--- src/rtl/regfile_dump_pkg.sv ---
// Shared constants and types for the register-file dump sequencer.
// REGFILE_DUMP_SKIP_ZERO_EN: when defined, the dump skips hard-wired register 0.
package regfile_dump_pkg;

   localparam int NUM_REGS_DEF = 32;
   localparam int DATA_W_DEF   = 32;
   localparam int IDX_W        = 5;

   typedef logic [IDX_W-1:0] idx_t;
   typedef logic [2:0]       state_t;

   localparam state_t ST_IDLE   = 3'd0;
   localparam state_t ST_FREEZE = 3'd1;
   localparam state_t ST_READ   = 3'd2;
   localparam state_t ST_SEND   = 3'd3;
   localparam state_t ST_DONE   = 3'd4;

   localparam idx_t IDX_STEP = 5'd1;

`ifdef REGFILE_DUMP_SKIP_ZERO_EN
   localparam idx_t FIRST_IDX = 5'd1;
`else
   localparam idx_t FIRST_IDX = 5'd0;
`endif

endpackage

--- src/rtl/regfile_dump_if.sv ---
// Dump beat stream: valid/ready handshake carrying register index and value.
interface regfile_dump_if
   import regfile_dump_pkg::*;
#(
   parameter int DATA_W = DATA_W_DEF
);
   logic              valid;
   logic              ready;
   logic [IDX_W-1:0]  index;
   logic [DATA_W-1:0] data;

   modport master (output valid, output index, output data, input ready);
   modport slave  (input valid, input index, input data, output ready);
endinterface

--- src/rtl/regfile_dump.sv ---
// Freezes the processor and streams every architectural register out over a
// valid/ready beat interface, one register per beat with a read bubble between.
//
// state     | meaning
// ----------+---------------------------------------------------------
// ST_IDLE   | processor running, waiting for start
// ST_FREEZE | processor frozen, one settle cycle before the first read
// ST_READ   | rf_raddr presented, capture rf_rdata into the beat
// ST_SEND   | beat valid, hold until the sink accepts it
// ST_DONE   | one-cycle completion pulse, then release the processor
module regfile_dump
   import regfile_dump_pkg::*;
#(
   parameter int NUM_REGS = NUM_REGS_DEF,
   parameter int DATA_W   = DATA_W_DEF
) (
   input  logic                clk,
   input  logic                reset,
   input  logic                start,
   input  logic                abort,
   output logic                pc_enable,
   output logic [IDX_W-1:0]    rf_raddr,
   input  logic [DATA_W-1:0]   rf_rdata,
   regfile_dump_if.master      dump,
   output logic                busy,
   output logic                done
);

   localparam idx_t LAST_IDX = idx_t'(NUM_REGS - 1);

   state_t state;
   logic   abortable;

   assign abortable = (state == ST_FREEZE) || (state == ST_READ) || (state == ST_SEND);

   always_ff @(posedge clk or posedge reset) begin
      if (reset) begin
         state      <= ST_IDLE;
         pc_enable  <= 1'b1;
         busy       <= 1'b0;
         done       <= 1'b0;
         dump.valid <= 1'b0;
         dump.index <= '0;
         dump.data  <= '0;
         rf_raddr   <= '0;
      end else begin
         done <= 1'b0;
         // A beat accepted in the abort cycle is already gone; just drop back to idle.
         if (abort && abortable) begin
            state      <= ST_IDLE;
            pc_enable  <= 1'b1;
            busy       <= 1'b0;
            dump.valid <= 1'b0;
         end else begin
            case (state)
               ST_IDLE: begin
                  if (start) begin
                     state     <= ST_FREEZE;
                     pc_enable <= 1'b0;
                     busy      <= 1'b1;
                  end
               end
               ST_FREEZE: begin
                  state    <= ST_READ;
                  rf_raddr <= FIRST_IDX;
               end
               ST_READ: begin
                  state      <= ST_SEND;
                  dump.data  <= rf_rdata;
                  dump.index <= rf_raddr;
                  dump.valid <= 1'b1;
               end
               ST_SEND: begin
                  if (dump.ready) begin
                     dump.valid <= 1'b0;
                     if (rf_raddr == LAST_IDX) begin
                        state <= ST_DONE;
                        done  <= 1'b1;
                     end else begin
                        state    <= ST_READ;
                        rf_raddr <= rf_raddr + IDX_STEP;
                     end
                  end
               end
               ST_DONE: begin
                  state     <= ST_IDLE;
                  pc_enable <= 1'b1;
                  busy      <= 1'b0;
               end
               default: begin
                  state      <= ST_IDLE;
                  pc_enable  <= 1'b1;
                  busy       <= 1'b0;
                  dump.valid <= 1'b0;
               end
            endcase
         end
      end
   end

endmodule

--- src/flat_wrapper.sv ---
// flat-port wrapper written by rule: the top's interface ports become plain ports
module regfile_dump_flat import regfile_dump_pkg::*;
#(
   parameter int NUM_REGS = NUM_REGS_DEF,
   parameter int DATA_W   = DATA_W_DEF
)
  (clk, reset, start, abort, pc_enable, rf_raddr, rf_rdata, busy, done, dump_valid, dump_index, dump_data, dump_ready);
  regfile_dump_if #(.DATA_W(DATA_W)) dump_i ();
  input  logic clk;
  input  logic reset;
  input  logic start;
  input  logic abort;
  output logic pc_enable;
  output logic [IDX_W-1:0] rf_raddr;
  input  logic [DATA_W-1:0] rf_rdata;
  output logic busy;
  output logic done;
  output wire logic [$bits(dump_i.valid)-1:0] dump_valid;
  output wire logic [$bits(dump_i.index)-1:0] dump_index;
  output wire logic [$bits(dump_i.data)-1:0] dump_data;
  input wire logic [$bits(dump_i.ready)-1:0] dump_ready;
  assign dump_valid = dump_i.valid;
  assign dump_index = dump_i.index;
  assign dump_data = dump_i.data;
  assign dump_i.ready = dump_ready;
  regfile_dump #(.NUM_REGS(NUM_REGS), .DATA_W(DATA_W)) u_core (.clk(clk), .reset(reset), .start(start), .abort(abort), .pc_enable(pc_enable), .rf_raddr(rf_raddr), .rf_rdata(rf_rdata), .dump(dump_i), .busy(busy), .done(done));
endmodule
--- config.mk ---
export PLATFORM = sky130hd
export DESIGN_NAME = regfile_dump_flat
export DESIGN_NICKNAME = d
export VERILOG_FILES = /design/src/rtl/regfile_dump_pkg.sv /design/src/rtl/regfile_dump_if.sv /design/src/rtl/regfile_dump.sv /design/src/flat_wrapper.sv
export SDC_FILE = /design/constraint.sdc
export NUM_CORES = 1
export LEC_CHECK = 0
export ABC_AREA = 1
export CAP_MARGIN = 20
export CORE_AREA = 2 2 78 80
export DETAILED_ROUTE_END_ITERATION = 8
export DIE_AREA = 0 0 80 82
export GPL_ROUTABILITY_DRIVEN = 0
export PLACE_DENSITY = 0.74
export SLEW_MARGIN = 30
export SYNTH_ARGS = -nofsm -noshare
export SYNTH_HDL_FRONTEND = slang
export SYNTH_SLANG_ARGS = --single-unit
--- constraint.sdc ---
create_clock -name clk -period 1.6 [get_ports clk]
set_clock_uncertainty 0.05 [all_clocks]
set_input_delay 0.32 -clock clk [delete_from_list [all_inputs] [get_ports clk]]
set_output_delay 0.32 -clock clk [all_outputs]
set_load 0.005 [all_outputs]
==> Implementation_results.wiki, run 1 <==
{| class="wikitable"
! Metric !! Value
|-
| Status || finished, final reports clean
|-
| Number of global-route vias before repair || between 1500 and 2000
|-
| Power density over the cells || about 1400 nW/um^2
|-
| Clk root buf || clkbuf_8
|-
| Synthesized instance count || about 250
|-
| CP Launch Type || flop
|-
| Cells taking the most area after synthesis || dfrtp_1, nand2_1, inv_1, o21ai_2, o21ai_0
|-
| Placeable core area || 5750 sq um
|-
| RSZ-0062 raised after global routing || true
|-
| Width of the chip || 80 microns
|-
| Clock Power Share || 0.143
|-
| Total number of vias || approximately 1800
|-
| Most common cell after layout, fill and taps aside || clkdlybuf4s50_1
|-
| Highest-count cells in the layout ignoring fill and taps || clkdlybuf4s50_1, nand2_1, dfrtp_1
|-
| Slowest cell on crit path || dfrtp_1
|-
| Worst stage delay on the critical path || ~0.4 ns
|-
| Share of the cycle needed by the critical path after routing || 0.991
|-
| Delay-heaviest family, CP || simple AND/OR/NAND/NOR gates
|-
| Number of pins exceeding their max-slew limit in the final report || 0
|-
| Instance count after placement with tap cells included || 405
|-
| Final-report hold violation count || 0
|-
| Fin nets || ~380
|-
| Register-to-register setup slack || 0.01 ns
|-
| Register area share after synthesis || 0.558
|-
| Area grow syn2layout || 50.8%
|-
| Max capacitance violation total || 0
|-
| Number of clock buffers inserted by TritonCTS || 5
|-
| Internal power || 3.26 mW
|-
| Number of DRC markers in iteration 0 || 74
|-
| Final instance count without filler cells || around 420
|-
| Net Count, Synth || around 280
|-
| Wire length of the first global-routing pass || 7940 microns
|-
| Worst Hold Class || in2async
|-
| Distinct cells, synth || 22
|-
| PnR worst setup slack || 0.0147 ns
|-
| Final antenna diode count || 0
|-
| Total half-perimeter wirelength after legalization and detailed placement || 3580 microns
|-
| Total congestion overflow after global routing || 0
|-
| # DRC || 0
|-
| Share of power burned in registers || 0.409
|-
| Number of register bits inferred by synthesis || 49
|-
| Transition time at the pin with the least slew margin || roughly 0.37 ns
|-
| Capturing point of the worst reg2reg path || u_core.rf_raddr[1]
|-
| Ports || 83
|-
| Global-route usage over all layers || 0.156
|-
| Post-Synthesis Mean Instance Area || between 8 and 9 sq um
|-
| Top cell type's share of synthesized area || 0.546
|-
| Maximum fanout along the worst path || 5
|-
| Die area || 6560 sq um
|-
| Arr. time, crit path || 1.78 ns
|-
| Highest attainable clock frequency || roughly 630 MHz
|-
| Number of antenna violations at the first check in global routing || 0
|-
| Net switching power of the design || about 1.5 mW
|-
| Gate power share || 0.448
|-
| Smallest hold slack || 0.242 ns
|-
| Chip height || 82 microns
|-
| Clock-pin slew on the worst setup and hold paths || 0.08 ns
|-
| Sw Share || 0.322
|-
| IO buf count || 82
|-
| Pre-Repair DR Iteration Count || 4
|-
| Layout cells sized above 1 || 0.174
|-
| Peak supply drop || 0.000576 V
|-
| Cell breakdown of the critical path || ha_2 -> inv_2 -> nor3_2 -> ha_2 -> nand2_2 -> inv_2 -> nor2_4 -> nand2_2 -> nor2_4 -> nand2_1 -> nand2_1
|-
| Time the final worst path needs with I/O delays and setup || 1.59 ns
|-
| Max-Slew Margin vs Limit || 0.749
|-
| Worst setup EP type || flop
|-
| Longest Clk Path Bufs || 2
|-
| Number of placement rows || 28
|-
| R2r startpoint || u_core.rf_raddr[0]
|-
| Fin area || 3320 sq um
|-
| DR vias/cell || 4.41
|-
| Worst slack after detailed placement || -0.0452 ns
|-
| Post-placement cell area || 3160 sq um
|-
| Type of the worst setup path || reg2reg
|-
| Setup-violating endpoint count in the final report || 0
|-
| TritonCTS sink count || 49
|-
| Total wire length || 4870 microns
|-
| H-tree depth || 2
|-
| Buffers plus inverters on the worst setup path || 2
|-
| Clock insertion delay at the later pin of the skew report || 0.29 ns
|-
| Yosys Warn Count || 0
|-
| Initial cell density of the core || 0.383
|-
| Post-DR wirelength/cell || 11.6 microns
|-
| Worst Setup SP || u_core.rf_raddr[0]
|-
| Utilization after layout || 0.578
|-
| Pin count of the biggest net entering global routing || 37
|-
| Static leakage || around 1.7 nW
|-
| Register-to-Register Path Depth || 11
|-
| Antenna viol nets, final || 0
|-
| Number of hold buffers added after CTS || 0
|-
| TritonCTS clock tree || done
|-
| Fill cells || 530
|-
| Area of the mapped netlist || 2200 sq um
|-
| Dominant cell type by area after synthesis || dfrtp_1
|-
| Worst path required time || 1.79 ns
|}
routing by layer:
metal	vias up	global-route usage	part of all wire
li1	936	-	-
met1	843	0.192	0.42
met2	64	0.268	0.50
met3	5	0.0385	0.069
met4	0	0.0508	0.011
met5	-	0	0
synth_stat cells, drive strengths merged:
cell / n
a21o: 1
a21oi: 2
buf: 7
clkbuf: 1
dfrtp: 48
dfstp: 1
ha: 2
inv: 50
nand2: 68
nand3: 4
nand3b: 1
nand4: 2
nor2: 13
nor3: 3
o21ai: 42
kinds of logic (layout without fill, tap and decap cells):
logic type,count (synthesis),in the layout,synth area share
buffers and inverters,58,157,0.120
flip-flops,49,49,0.558
AO/OA/AOI/OAI,45,45,0.138
adder cells (fa/ha/maj),2,2,0.0114
AND/OR/NAND/NOR,91,91,0.173
power by group through the flow:
stage / sequential (mW) / clock, mW / combinational [mW]
CTS: 1.97 / 0.714 / 2.16
detailed placement: 1.99 / 0 / 2.12
finish: 1.97 / 0.687 / 2.16
global route: 2.03 / 0.776 / 2.43
floorplan: 2.03 / 0 / 0.919
global placement: 1.97 / 0 / 2.07
registers in the layout (all words and copies together) (netlist names):
name	count
u_core.state	3
u_core.dump.valid	1
u_core.dump.index	5
u_core.done	1
u_core.pc_enable	1
u_core.busy	1
u_core.dump.data	32
u_core.rf_raddr	5
how the worst max path moves through the flow:
stage / slack (ns) / end / cells past startpoint
6_report: 0.01 / u_core.rf_raddr[1] / 11
5_1_grt: -0.08 / u_core.rf_raddr[1] / 11
4_1_cts: 0.005 / u_core.rf_raddr[0] / 11
3_5_place_dp: -0.05 / u_core.dump.data[31] / 6
3_3_place_gp: 0.003 / u_core.dump.data[15] / 6
2_1_floorplan: 0.03 / u_core.rf_raddr[3] / 11
what timing repair did:
item	CTS	global route
pin swaps	5	11
setup buffers	4	2
gates resized for setup	10	10
setup endpoints to repair	11	8
endpoints found under the hold margin	0	0
worst register-to-register path, cell delays in order, from the launching register on:
cell	delay, ns
dfrtp_1	0.40
ha_2	0.20
inv_2	0.06
nor3_2	0.04
ha_2	0.20
nand2_2	0.08
inv_2	0.05
nor2_4	0.10
nand2_2	0.08
nor2_4	0.14
nand2_1	0.07
nand2_1	0.06
cell type report:
cell class                      count  area, sq um  area share
Tap cell                           75         93.8      0.0283
Timing Repair Buffer               99          992       0.299
Inverter                           50          188      0.0566
Sequential cell                    49         1230       0.370
Clock buffer                        8         80.1      0.0241
Multi-Input combinational cell    138          737       0.222
stage by stage:
step / setup TNS (ns) / total power, mW
2_1_floorplan: 0 / 2.95
3_3_place_gp: 0 / 4.05
3_5_place_dp: -0.276 / 4.11
4_1_cts: 0 / 4.85
5_1_grt: -0.318 / 5.23
6_report: 0 / 4.81
(Power assumes the default switching activity.)
==> inputs of run 2 (changes only) <==
- PLACE_DENSITY: 0.74 -> default
- PLACE_DENSITY_LB_ADDON: default -> 0.15
==> run 2 against run 1 <==
Sequential power about the same. Register-to-register slack improved by 0.04 ns. First-iteration DRC count decreased by 31%. Clock power decreased by 1%. Combinational power decreased by 5%. Via count decreased by 1.8%. Critical path type unchanged. Largest power group unchanged.
==> Implementation_results.wiki, run 2 (synthesis results as in run 1) <==
{| class="wikitable"
! Metric !! Value
|-
| Status || finished, final reports clean
|-
| Fin nets || 380 (-0.52%)
|-
| Total congestion overflow after global routing || 0 (unchanged)
|-
| Fin area || 3280 sq um (-1.1%)
|-
| Number of DRC markers in iteration 0 || 51 (-31%)
|-
| Final antenna diode count || 0 (unchanged)
|-
| Post-placement cell area || 3140 sq um (-0.63%)
|-
| Final instance count without filler cells || 417 (-0.48%)
|-
| Width of the chip || 80 microns (unchanged)
|-
| Footprint of the multi-input gates || 734 sq um (-0.34%)
|-
| Most common cell after layout, fill and taps aside || clkdlybuf4s50_1
|-
| Transition time at the pin with the least slew margin || 0.391 ns (+0.0177 ns)
|-
| Power density over the cells || 1430 nW/um^2 (-1.6%)
|-
| Number of pins exceeding their max-slew limit in the final report || 0 (unchanged)
|-
| RSZ-0062 raised after global routing || true
|-
| Post-DR wirelength/cell || 10.6 microns (-8.6%)
|-
| Area grow syn2layout || 49.1%
|-
| Time the final worst path needs with I/O delays and setup || 1.54 ns (-0.0421 ns)
|-
| Worst path required time || 1.78 ns (about the same)
|-
| Clock insertion delay at the later pin of the skew report || 0.29 ns (about the same)
|-
| Global-route usage over all layers || 0.142 (-0.0137)
|-
| # DRC || 0 (unchanged)
|-
| Number of placement rows || 28 (unchanged)
|-
| Register with the most flip-flops || u_core.dump.data
|-
| Utilization after layout || 0.571 (-0.00653)
|-
| Total half-perimeter wirelength after legalization and detailed placement || 3260 microns (-9.0%)
|-
| Highest-count cells in the layout ignoring fill and taps || clkdlybuf4s50_1, nand2_1, dfrtp_1
|-
| Total negative slack for setup checks || 0 ns (unchanged)
|-
| H-tree depth || 2 (unchanged)
|-
| TritonCTS clock tree || done
|-
| Highest attainable clock frequency || 648 MHz (+2.7%)
|-
| CP Launch Type || flop
|-
| IO buf count || 82 (unchanged)
|-
| Worst stage delay on the critical path || 0.38 ns (-0.02 ns)
|-
| Total wire length || 4430 microns (-9.0%)
|-
| Pre-Repair DR Iteration Count || 4 (unchanged)
|-
| Max capacitance violation total || 0 (unchanged)
|-
| Worst slack after detailed placement || -0.0477 ns (-0.00243 ns)
|-
| Final-report hold violation count || 0 (unchanged)
|-
| Slowest cell on crit path || dfrtp_1
|-
| Share of the cycle needed by the critical path after routing || 0.965 (-0.0263)
|-
| Cell breakdown of the critical path || ha_2 -> inv_2 -> nor3_2 -> ha_2 -> nand2_2 -> inv_2 -> nor2_4 -> nand2_2 -> nor2_4 -> nand2_1 -> nand2_1
|-
| Chip height || 82 microns (unchanged)
|-
| Worst Hold Class || in2async
|-
| Ports || 83 (unchanged)
|-
| Clock-pin slew on the worst setup and hold paths || 0.08 ns (about the same)
|-
| Maximum fanout along the worst path || 5 (unchanged)
|-
| Number of global-route vias before repair || 1681 (-1.4%)
|-
| Total number of vias || 1815 (-1.8%)
|-
| Initial cell density of the core || 0.383 (unchanged)
|-
| Total Power Consumption || 4.68 mW (-2.7%)
|-
| TritonCTS sink count || 49 (unchanged)
|-
| Setup-violating endpoint count in the final report || 0 (unchanged)
|-
| Placeable core area || 5750 sq um (unchanged)
|-
| Fill cells || 579 (+9.2%)
|-
| Number of hold buffers added after CTS || 0 (unchanged)
|-
| DR vias/cell || 4.35 (-1.3%)
|-
| Worst setup EP type || flop
|-
| Type of the worst setup path || reg2reg
|-
| Instance count after placement with tap cells included || 404 (-0.25%)
|-
| Top Registers || u_core.dump.data x32, u_core.dump.index x5, u_core.rf_raddr x5
|-
| Max-Slew Margin vs Limit || 0.738 (-0.0119)
|-
| Static leakage || 1.66 nW (-3.2%)
|-
| Longest Clk Path Bufs || 2 (unchanged)
|-
| Antenna viol nets, final || 0 (unchanged)
|-
| Clk root buf || clkbuf_8
|-
| Storage element area || 1230 sq um (unchanged)
|-
| Smallest hold slack || 0.324 ns (+0.0819 ns)
|-
| Die area || 6560 sq um (unchanged)
|-
| Wire length of the first global-routing pass || 7180 microns (-9.5%)
|-
| Peak supply drop || 0.000739 V (+28%)
|-
| Number of antenna violations at the first check in global routing || 0 (unchanged)
|-
| Arr. time, crit path || 1.72 ns (-0.06 ns)
|-
| PnR worst setup slack || 0.0568 ns (+0.0421 ns)
|-
| Pin count of the biggest net entering global routing || 53 (+43%)
|-
| Max reg flops || 32 (unchanged)
|-
| Register-to-register setup slack || 0.06 ns (+0.04 ns)
|-
| Number of clock buffers inserted by TritonCTS || 5 (unchanged)
|-
| Layout cells sized above 1 || 0.170 (-0.00483)
|}
==> run 2: cell types whose count changed in the layout (fill, tap and decap cells not counted) <==
cell | before | now
clkdlybuf4s15_1 | 1 | 0
dlymetal6s2s_1 | 3 | 1
clkinv_2 | 0 | 1
buf_12 | 3 | 2
buf_6 | 1 | 0
clkbuf_1 | 3 | 2
nand2_2 | 4 | 3
clkdlybuf4s50_1 | 74 | 77
nand2_1 | 64 | 65
==> run 2: worst paths after layout <==
| check | startpoint | endpoint | cells after the start |
|---|---|---|---|
| setup / recovery | u_core.rf_raddr[1] | u_core.rf_raddr[1] | 11 |
| max in group asynchronous | reset | u_core.pc_enable | 3 |
| min in group clk | u_core.dump.valid | u_core.dump.valid | 2 |
| hold reg to reg | u_core.dump.valid | u_core.dump.valid | 2 |
| hold / removal | reset | u_core.dump.data[29] | 3 |
| setup reg to reg | u_core.rf_raddr[1] | u_core.rf_raddr[1] | 11 |
==> run 2: what timing repair did <==
| action | in CTS | in global routing |
|---|---|---|
| endpoints found under the hold margin | 0 | 0 |
| setup buffers | 2 | 3 |
| endpoints found under the setup margin | 10 | 9 |
| pin swaps | 0 | 9 |
| gates resized for setup | 7 | 7 |
| gates cloned | 0 | 0 |
==> run 2: cell type report <==
| class | instances | area share |
|---|---|---|
| Sequential cell | 49 | 0.374 |
| Clock buffer | 7 | 0.0233 |
| Multi-Input combinational cell | 138 | 0.224 |
| Clock inverter | 1 | 0.00153 |
| Inverter | 50 | 0.0572 |
| Timing Repair Buffer | 97 | 0.291 |
| Tap cell | 75 | 0.0286 |
==> run 2: metal layers <==
| layer | routed length [microns] | GRT usage | share of wire | up-vias |
|---|---|---|---|---|
| li1 | - | - | - | 937 |
| met1 | 1910 | 0.165 | 0.43 | 822 |
| met2 | 2140 | 0.241 | 0.48 | 49 |
| met4 | 93 | 0.0712 | 0.021 | 0 |
| met5 | 0 | 0 | 0 | - |
| met3 | 282 | 0.0396 | 0.064 | 7 |
==> run 2: critical path: cells and delay by family, from the launching register on <==
kind | cells | cell delay [ns]
simple gates | 7 | 0.57
buf+inv | 2 | 0.11
fa+ha+maj | 2 | 0.38
flops | 1 | 0.38
==> run 2: power breakdown <==
| group | switching (mW) | internal [mW] | leakage (nW) |
|---|---|---|---|
| clock network | 0.370 | 0.307 | 0.0422 |
| registers | 0.252 | 1.70 | 0.629 |
| logic | 0.872 | 1.18 | 0.989 |
==> inputs of run 3 (changes only) <==
- SKIP_CTS_REPAIR_TIMING: default -> 1
==> run 3 against run 2 <==
Register-to-register slack barely moved. Routed wire length fell by 0.72%. Clock power barely moved. Final area rose by 0.69%. Highest routed layer unchanged.
==> Implementation_results.wiki, run 3 (synthesis results as in run 1) <==
{| class="wikitable"
! Metric !! Value
|-
| Peak supply drop || 0.000739 V (about the same)
|-
| Buffers plus inverters on the worst setup path || 1 (-1)
|-
| Share of the cycle needed by the critical path after routing || 0.969 (+0.00432)
|-
| R2r startpoint || u_core.rf_raddr[1]
|-
| Width of the chip || 80 microns (unchanged)
|-
| Cell breakdown of the critical path || clkdlybuf4s50_1
|-
| Worst slack after detailed placement || -0.0477 ns (unchanged)
|-
| Highest-count cells in the layout ignoring fill and taps || clkdlybuf4s50_1, nand2_1, dfrtp_1
|-
| Global-route usage over all layers || 0.141 (-0.000471)
|-
| Worst path required time || 1.23 ns (-0.55 ns)
|-
| Number of clock buffers inserted by TritonCTS || 5 (unchanged)
|-
| Register-to-register setup slack || 0.06 ns (about the same)
|-
| Slowest cell on crit path || clkdlybuf4s50_1
|-
| Number of pins exceeding their max-slew limit in the final report || 0 (unchanged)
|-
| Transition time at the pin with the least slew margin || 0.391 ns (+0.000190 ns)
|-
| Maximum fanout along the worst path || 3 (-2)
|-
| TritonCTS sink count || 49 (unchanged)
|-
| Count of cell instances traversed by the critical path || 1 (-10)
|-
| Total half-perimeter wirelength after legalization and detailed placement || 3260 microns (unchanged)
|-
| Max capacitance violation total || 0 (unchanged)
|-
| Setup-violating endpoint count in the final report || 0 (unchanged)
|-
| Number of global-route vias before repair || 1671 (-0.59%)
|-
| Number of DRC markers in iteration 0 || 51 (unchanged)
|-
| Number of placement rows || 28 (unchanged)
|-
| Arr. time, crit path || 1.18 ns (-0.54 ns)
|-
| Time the final worst path needs with I/O delays and setup || 1.55 ns (+0.00691 ns)
|-
| Worst Setup SP || u_core.rf_raddr[4]
|-
| Final-report hold violation count || 0 (unchanged)
|-
| Area grow syn2layout || 50.1%
|-
| Post-DR wirelength/cell || 10.5 microns (-0.96%)
|-
| Initial cell density of the core || 0.383 (unchanged)
|-
| DR vias/cell || 4.36 (+0.15%)
|-
| Worst setup EP type || output pin
|-
| TritonCTS clock tree || done
|-
| Pre-Repair DR Iteration Count || 4 (unchanged)
|-
| Power density over the cells || 1420 nW/um^2 (-0.46%)
|-
| Register-to-Register Path Depth || 11 (unchanged)
|-
| Total number of vias || 1822 (+0.39%)
|-
| Total congestion overflow after global routing || 0 (unchanged)
|-
| IO buf count || 82 (unchanged)
|-
| Longest Clk Path Bufs || 2 (unchanged)
|-
| Antenna viol nets, final || 0 (unchanged)
|-
| Chip height || 82 microns (unchanged)
|-
| Worst stage delay on the critical path || 0.51 ns (+0.13 ns)
|-
| CP Launch Type || flop
|-
| RSZ-0062 raised after global routing || true
|-
| Layout cells sized above 1 || 0.172 (+0.00242)
|-
| Wire length of the first global-routing pass || 7180 microns (about the same)
|-
| Type of the worst setup path || reg2out
|-
| # DRC || 0 (unchanged)
|-
| Static leakage || 1.72 nW (+3.3%)
|-
| Clock insertion delay at the later pin of the skew report || 0.29 ns (about the same)
|-
| PnR worst setup slack || 0.0499 ns (-0.00691 ns)
|-
| Max-Slew Margin vs Limit || 0.737 (about the same)
|-
| Top Registers || u_core.dump.data x32, u_core.dump.index x5, u_core.rf_raddr x5
|-
| Capturing point of the worst reg2reg path || u_core.rf_raddr[1]
|-
| Status || finished, final reports clean
|-
| Max reg flops || 32 (unchanged)
|-
| Utilization after layout || 0.575 (+0.00392)
|-
| Delay-heaviest family, CP || buffers and inverters
|-
| Placeable core area || 5750 sq um (unchanged)
|-
| Clk root buf || clkbuf_8
|-
| Clock-pin slew on the worst setup and hold paths || 0.08 ns (about the same)
|-
| Most common cell after layout, fill and taps aside || clkdlybuf4s50_1
|-
| Fin nets || 381 (+0.26%)
|-
| Pin count of the biggest net entering global routing || 53 (unchanged)
|-
| Register with the most flip-flops || u_core.dump.data
|-
| Die area || 6560 sq um (unchanged)
|-
| H-tree depth || 2 (unchanged)
|-
| End of the critical path || rf_raddr[4]
|-
| Final antenna diode count || 0 (unchanged)
|-
| Number of antenna violations at the first check in global routing || 0 (unchanged)
|-
| Worst Hold Class || in2async
|-
| Highest attainable clock frequency || 645 MHz (-0.45%)
|-
| Total wire length || 4400 microns (-0.72%)
|-
| Total negative slack for setup checks || 0 ns (unchanged)
|-
| Ports || 83 (unchanged)
|}
[run 3: cell count changes in the layout (fill, tap and decap cells not counted), sizes merged]
cell	delta
dlygate4sd2	-4
dlymetal6s2s	+4
buf	+1
[run 3: how the worst min path moves through the flow]
stage               slack, ns              endpoint  cells after the start           startpoint
floorplan                0.40  u_core.dump.data[10]                      2         rf_rdata[10]
global placement         0.41     u_core.dump.valid                      2    u_core.dump.valid
detailed placement       0.42   u_core.dump.data[2]                      2  u_core.dump.data[2]
CTS                      0.34  u_core.dump.data[29]                      3                reset
global route             0.34  u_core.dump.data[26]                      3                reset
finish                   0.32  u_core.dump.data[25]                      3                reset
[run 3: per-stage QoR]
stage | hold WS, ns | std cells | total power, mW | cell area (sq um)
3_5_place_dp | 0.417 | 404 | 4.07 | 3140
6_report | 0.320 | 418 | 4.69 | 3300
3_3_place_gp | 0.411 | 404 | 4.03 | 3140
2_1_floorplan | 0.402 | 245 | 2.95 | 2200
4_1_cts | 0.337 | 412 | 4.77 | 3220
5_1_grt | 0.337 | 418 | 5.10 | 3300
[run 3: tightest hold or removal path: cells and delay by family]
kind | cells | cell delay [ns]
buffers and inverters | 3 | 0.72
[run 3: report_power, final]
part	internal [mW]	switching (mW)
Sequential	1.70	0.252
Combinational	1.19	0.874
Clock	0.307	0.368
Total	3.20	1.49
[run 3: metal layers]
layer,share of wire,track usage
met4,0.021,0.0712
met5,0,0
met1,0.43,0.166
met3,0.061,0.0396
met2,0.49,0.238
[run 3: layout make-up]
type,instances,area [sq um]
multi-input combinational,138,734
clock buffer,7,76.3
tap,75,93.8
inverter,50,188
fill,583,2440
sequential,49,1230
clock inverter,1,5.00
timing repair buffer,98,978
